**config.mk**
```make
export PLATFORM = sky130hd
export DESIGN_NAME = gf180mcu_fd_sc_mcu9t5v0__latrsnq_array
export DESIGN_NICKNAME = d
export VERILOG_FILES = /design/src/rtl/gf180mcu_fd_sc_mcu9t5v0__latrsnq_array.sv
export SDC_FILE = /design/constraint.sdc
export NUM_CORES = 1
export LEC_CHECK = 0
export ABC_AREA = 1
export BUFFER_PORTS_ARGS = -buffer_cell sky130_fd_sc_hd__buf_2
export CORE_ASPECT_RATIO = 0.7
export CORE_MARGIN = 10
export CORE_UTILIZATION = 46
export CTS_BUF_LIST = sky130_fd_sc_hd__clkbuf_8 sky130_fd_sc_hd__clkbuf_16
export CTS_CLUSTER_DIAMETER = 200
export CTS_CLUSTER_SIZE = 12
export DETAILED_ROUTE_END_ITERATION = 10
export PLACE_DENSITY = 0.93
export SLEW_MARGIN = 20
export SYNTH_ARGS = -nofsm -noshare
export SYNTH_HDL_FRONTEND = slang
export SYNTH_SLANG_ARGS = --single-unit
```
**constraint.sdc**
```tcl
create_clock -name CLK -period 1.7 [get_ports CLK]
set_input_delay 0.34 -clock CLK [delete_from_list [all_inputs] [get_ports CLK]]
set_output_delay 0.34 -clock CLK [all_outputs]
set_load 0.01 [all_outputs]
```
**src/rtl/gf180mcu_fd_sc_mcu9t5v0__latrsnq_array.sv**
```systemverilog
// Purpose: N-channel clocked set/clear/load register with sticky change flags and a conflict detector.
// Latency: 1 cycle from inputs to Q, CHG and CONFLICT (and CNT); no combinational input-to-output path.
// Backpressure: none, because every channel updates unconditionally on each rising edge of CLK.
// Optional feature: define GF180MCU_LATRS_ARRAY_CONFLICT_CNT_EN to add the saturating CNT conflict counter.
module gf180mcu_fd_sc_mcu9t5v0__latrsnq_array #(
    parameter int               WIDTH        = 8,
    parameter int               RST_DOMINANT = 1,
    parameter logic [WIDTH-1:0] INIT         = '0,
    parameter int               CNT_W        = 8
) (
    input  logic             CLK,
    input  logic             RST,
    input  logic [WIDTH-1:0] E,
    input  logic [WIDTH-1:0] D,
    input  logic [WIDTH-1:0] RN,
    input  logic [WIDTH-1:0] SETN,
    input  logic             CHG_CLR,
    output logic [WIDTH-1:0] Q,
    output logic [WIDTH-1:0] CHG,
    output logic             CONFLICT
`ifdef GF180MCU_LATRS_ARRAY_CONFLICT_CNT_EN
    ,
    output logic [CNT_W-1:0] CNT
`endif
);

    // Stop elaboration on out-of-range parameters rather than building odd hardware.
    if (WIDTH < 1 || WIDTH > 64 || CNT_W < 2 || CNT_W > 16) begin : g_param_check
        $error("latrsnq_array: WIDTH must be 1..64 and CNT_W must be 2..16");
    end

    logic [WIDTH-1:0] load_val;
    logic [WIDTH-1:0] q_nxt;
    logic [WIDTH-1:0] chg_nxt;
    logic             conflict_nxt;

    // Next-state logic: load under enable, then apply set and clear with the chosen dominance.
    always_comb begin
        load_val     = (E & D) | (~E & Q);
        q_nxt        = load_val;
        conflict_nxt = |(~RN & ~SETN);
        if (RST_DOMINANT != 0) begin
            // Clear is applied last, so it overrides set when both are asserted.
            q_nxt = (load_val | ~SETN) & RN;
        end else begin
            // Set is applied last, so it overrides clear when both are asserted.
            q_nxt = (load_val & RN) | ~SETN;
        end
        // A fresh change re-arms its flag even when the clear is asserted in the same cycle.
        chg_nxt = (CHG & ~{WIDTH{CHG_CLR}}) | (q_nxt ^ Q);
    end

    // State register: reset overrides every pending set, clear, load and flag clear.
    always_ff @(posedge CLK) begin
        if (RST) begin
            Q        <= INIT;
            CHG      <= '0;
            CONFLICT <= 1'b0;
        end else begin
            Q        <= q_nxt;
            CHG      <= chg_nxt;
            CONFLICT <= conflict_nxt;
        end
    end

`ifdef GF180MCU_LATRS_ARRAY_CONFLICT_CNT_EN
    // Conflict-cycle counter: counts with CONFLICT's next value and sticks at all-ones.
    always_ff @(posedge CLK) begin
        if (RST) begin
            CNT <= '0;
        end else if (conflict_nxt && (CNT != {CNT_W{1'b1}})) begin
            CNT <= CNT + 1'b1;
        end
    end
`endif

endmodule

```
==> key figures <==
Critical path
  • Startpoint types: flip-flop
  • CP Capture Type: primary output
  • Buf+Inv Stages, Crit Path: 1
  • Critical path's slowest cell: dfxtp_1
  • CP top delay family: flip-flops
  • Crit path cell chain: buf_2
  • Crit path required time: 1.36 ns
  • Critical Path Fanout Max: 3
  • R2R depth: 6
  • Worst path depth: 1
  • CP Data Arrival Time: 0.75 ns
  • Kind of critical path: flip-flop to primary output
  • CP peak stage delay: 0.35 ns

Drt
  • TritonRoute pass-1 iters: 4
  • Post-route DRC: 0
  • Vias post-DR: 962
  • Final WL: between 2 and 2.5 mm
  • Wire per inst: ~11 um
  • DRT iter0 DRCs: 25
  • Post-DRT Antenna Nets: 0
  • Routed vias/inst: 4.56

Power and ir drop
  • Power share of the sequential group: 0.471
  • Worst vdd ir: 0.690 mV
  • Leakage: a little under 0.7 nW
  • Clock Power Share: 0.306
  • Comb power frac: 0.223
  • PwrDens: 766 nW/um2
  • NetSw: approximately 0.26 mW
  • Sw Ratio: 0.276
  • P_int: 0.679 mW

Final layout
  • Post-Layout Cell Count: 211
  • Antenna Cells: 0
  • Final core occ: 0.655
  • Share of cells above drive strength 1: 0.370
  • Fillers: 173
  • Area growth syn-to-layout: 35.0%
  • Nets: between 200 and 250

Clock tree
  • CTS clk-pin slew, worst paths: around 0.060 ns
  • Post_cts resized: 0
  • Number of CTS-inserted buffers: 3
  • CTS tree: yes
  • CTS Buffer Depth: 2
  • Worst-skew pair later-pin latency: 0.25 ns
  • Hold Buf Count CTS: 0
  • Setup bufs post-CTS: 0
  • H-tree Lvls: 1
  • Root buffer cell: clkbuf_8
  • Total clock sinks: 17

Floorplanning
  • Core Box Area: 1870 um2
  • Die width: approximately 73 um
  • Num ports: 52
  • Starting Density: 0.485
  • # rows: 13
  • Die ar.: 4180 um2
  • Die H: 57.2 um

Timing
  • Final hold vios: 0
  • Post-Route Setup TNS: 0 ns
  • RSZ-0062 raised after global routing: false
  • Crit path time final: 1.09 ns
  • Hold WS: 0.345 ns
  • Worst Tran Pin Value: 0.300 ns
  • Fmax achieved: between 0.9 and 1 GHz
  • Rel. slew slack: 0.800
  • Final Slew Violations: 0
  • # setup viols final: 0
  • Fin Clk Skew: 0.00190 ns
  • Fin crit share: 0.638

Global routing
  • Pin count of the biggest net entering global routing: 18
  • GRT overflow: 0
  • Vias in the first global route: between 900 and 1,000
  • GRT Total Usage: 0.108
  • Initial antenna violation count: 0
  • First-pass GRT wire length: 3.84 mm

Hold path
  • HP Class: input pin to flip-flop
  • Hold path depth: 3

Yosys
  • Synth top area share: 0.375
  • Yosys top cell by area: dfxtp_1
  • Post-Syn Area: 907 um2
  • Seq/Total Area, Yosys: 0.375
  • Synth Area per Inst: 6.67 um2
  • Yosys warning count: 0
  • Area contributors post-synth: dfxtp_1 (38%), nand2_1 (16%), nor2_1 (12%)
  • Post-synthesis cell count: between 100 and 150
  • Yosys cell types: 14
  • Synthesized Nets: 171
  • Register bit total from synthesis: 17

Job
  • Max_cap viols: 0

Placement
  • Placer Congestion: ~0.75
  • Placed Cells: 207
  • Detailed placement HPWL: 1.99 mm
  • Port bufs: 51

Run status
  • Status: finished, final reports clean
## per-stage QoR
step                power [mW]  setup slack, ns  instance area [um2]
global route             0.994            0.575                 1220
floorplan                0.566            0.868                  907
global placement         0.657            0.705                 1180
finish                   0.938            0.615                 1220
detailed placement       0.662            0.693                 1180
CTS                      0.948            0.605                 1220
## metal layers
layer  wire length [um]  share of wire  vias up  track usage
li1                   -              -      524            -
met4                  4         0.0017        0       0.0108
met3                266           0.12        2       0.0604
met1               1010           0.44      399        0.121
met5                  0              0        -            0
met2               1010           0.44       37        0.179
## cell type report
type                       instances  area [um2]  area share
multi-input combinational        100         493       0.402
clock buffer                       3        41.3      0.0337
sequential                        17         340       0.278
timing repair buffer              51         255       0.208
tap                               22        27.5      0.0225
inverter                          17        63.8      0.0521
clock inverter                     1        3.75     0.00306
## power groups by stage
stage / Clock [mW] / Combinational (mW) / Sequential, mW
after floorplan: 0 / 0.101 / 0.465
after global placement: 0 / 0.207 / 0.450
after detailed placement: 0 / 0.212 / 0.450
after CTS: 0.294 / 0.213 / 0.442
after global routing: 0.311 / 0.237 / 0.445
final: 0.287 / 0.209 / 0.442
## sequential cells by signal, summed over array words and instances, names as in the netlist
| register | flops |
|---|---|
| CHG | 8 |
| CONFLICT | 1 |
| Q | 8 |
## synthesized netlist by cell type
master / instances
nand3_1: 8
a21oi_1: 1
nor2_1: 29
nand2_2: 1
o211ai_1: 1
nand4_1: 1
inv_1: 17
dfxtp_1: 17
nand2_1: 39
buf_2: 2
or2_0: 4
or2_1: 1
nand3_2: 8
a21oi_2: 7
## cell usage in the layout, fill, tap and decap left out
| cell | instances |
|---|---|
| a21oi_1 | 1 |
| nand3_2 | 8 |
| dfxtp_1 | 17 |
| nand4_1 | 1 |
| nand2_1 | 39 |
| o211ai_1 | 1 |
| nand3_1 | 8 |
| clkbuf_8 | 3 |
| a21oi_2 | 7 |
| nor2_1 | 29 |
| nand2_2 | 1 |
| buf_2 | 51 |
| inv_1 | 18 |
| or2_1 | 1 |
| or2_0 | 4 |
## path summary, 6_finish.rpt
kind	from	end	slack, ns
worst max-delay path	Q[5]$_SDFF_PP0_	Q[5]	0.61
worst min register to register	CHG[3]$_SDFF_PP0_	CHG[3]$_SDFF_PP0_	0.56
worst min-delay path	RN[5]	Q[5]$_SDFF_PP0_	0.35
worst max register to register	Q[2]$_SDFF_PP0_	CHG[2]$_SDFF_PP0_	0.84
## cells by family (layout without fill, tap and decap cells)
logic type / after synthesis / in the layout / share of synthesized area
AND/OR/NAND/NOR: 91 / 91 / 0.462
AO/OA/AOI/OAI: 9 / 9 / 0.0814
buffers and inverters: 19 / 72 / 0.0814
flip-flops: 17 / 17 / 0.375
(Power assumes the default switching activity.)
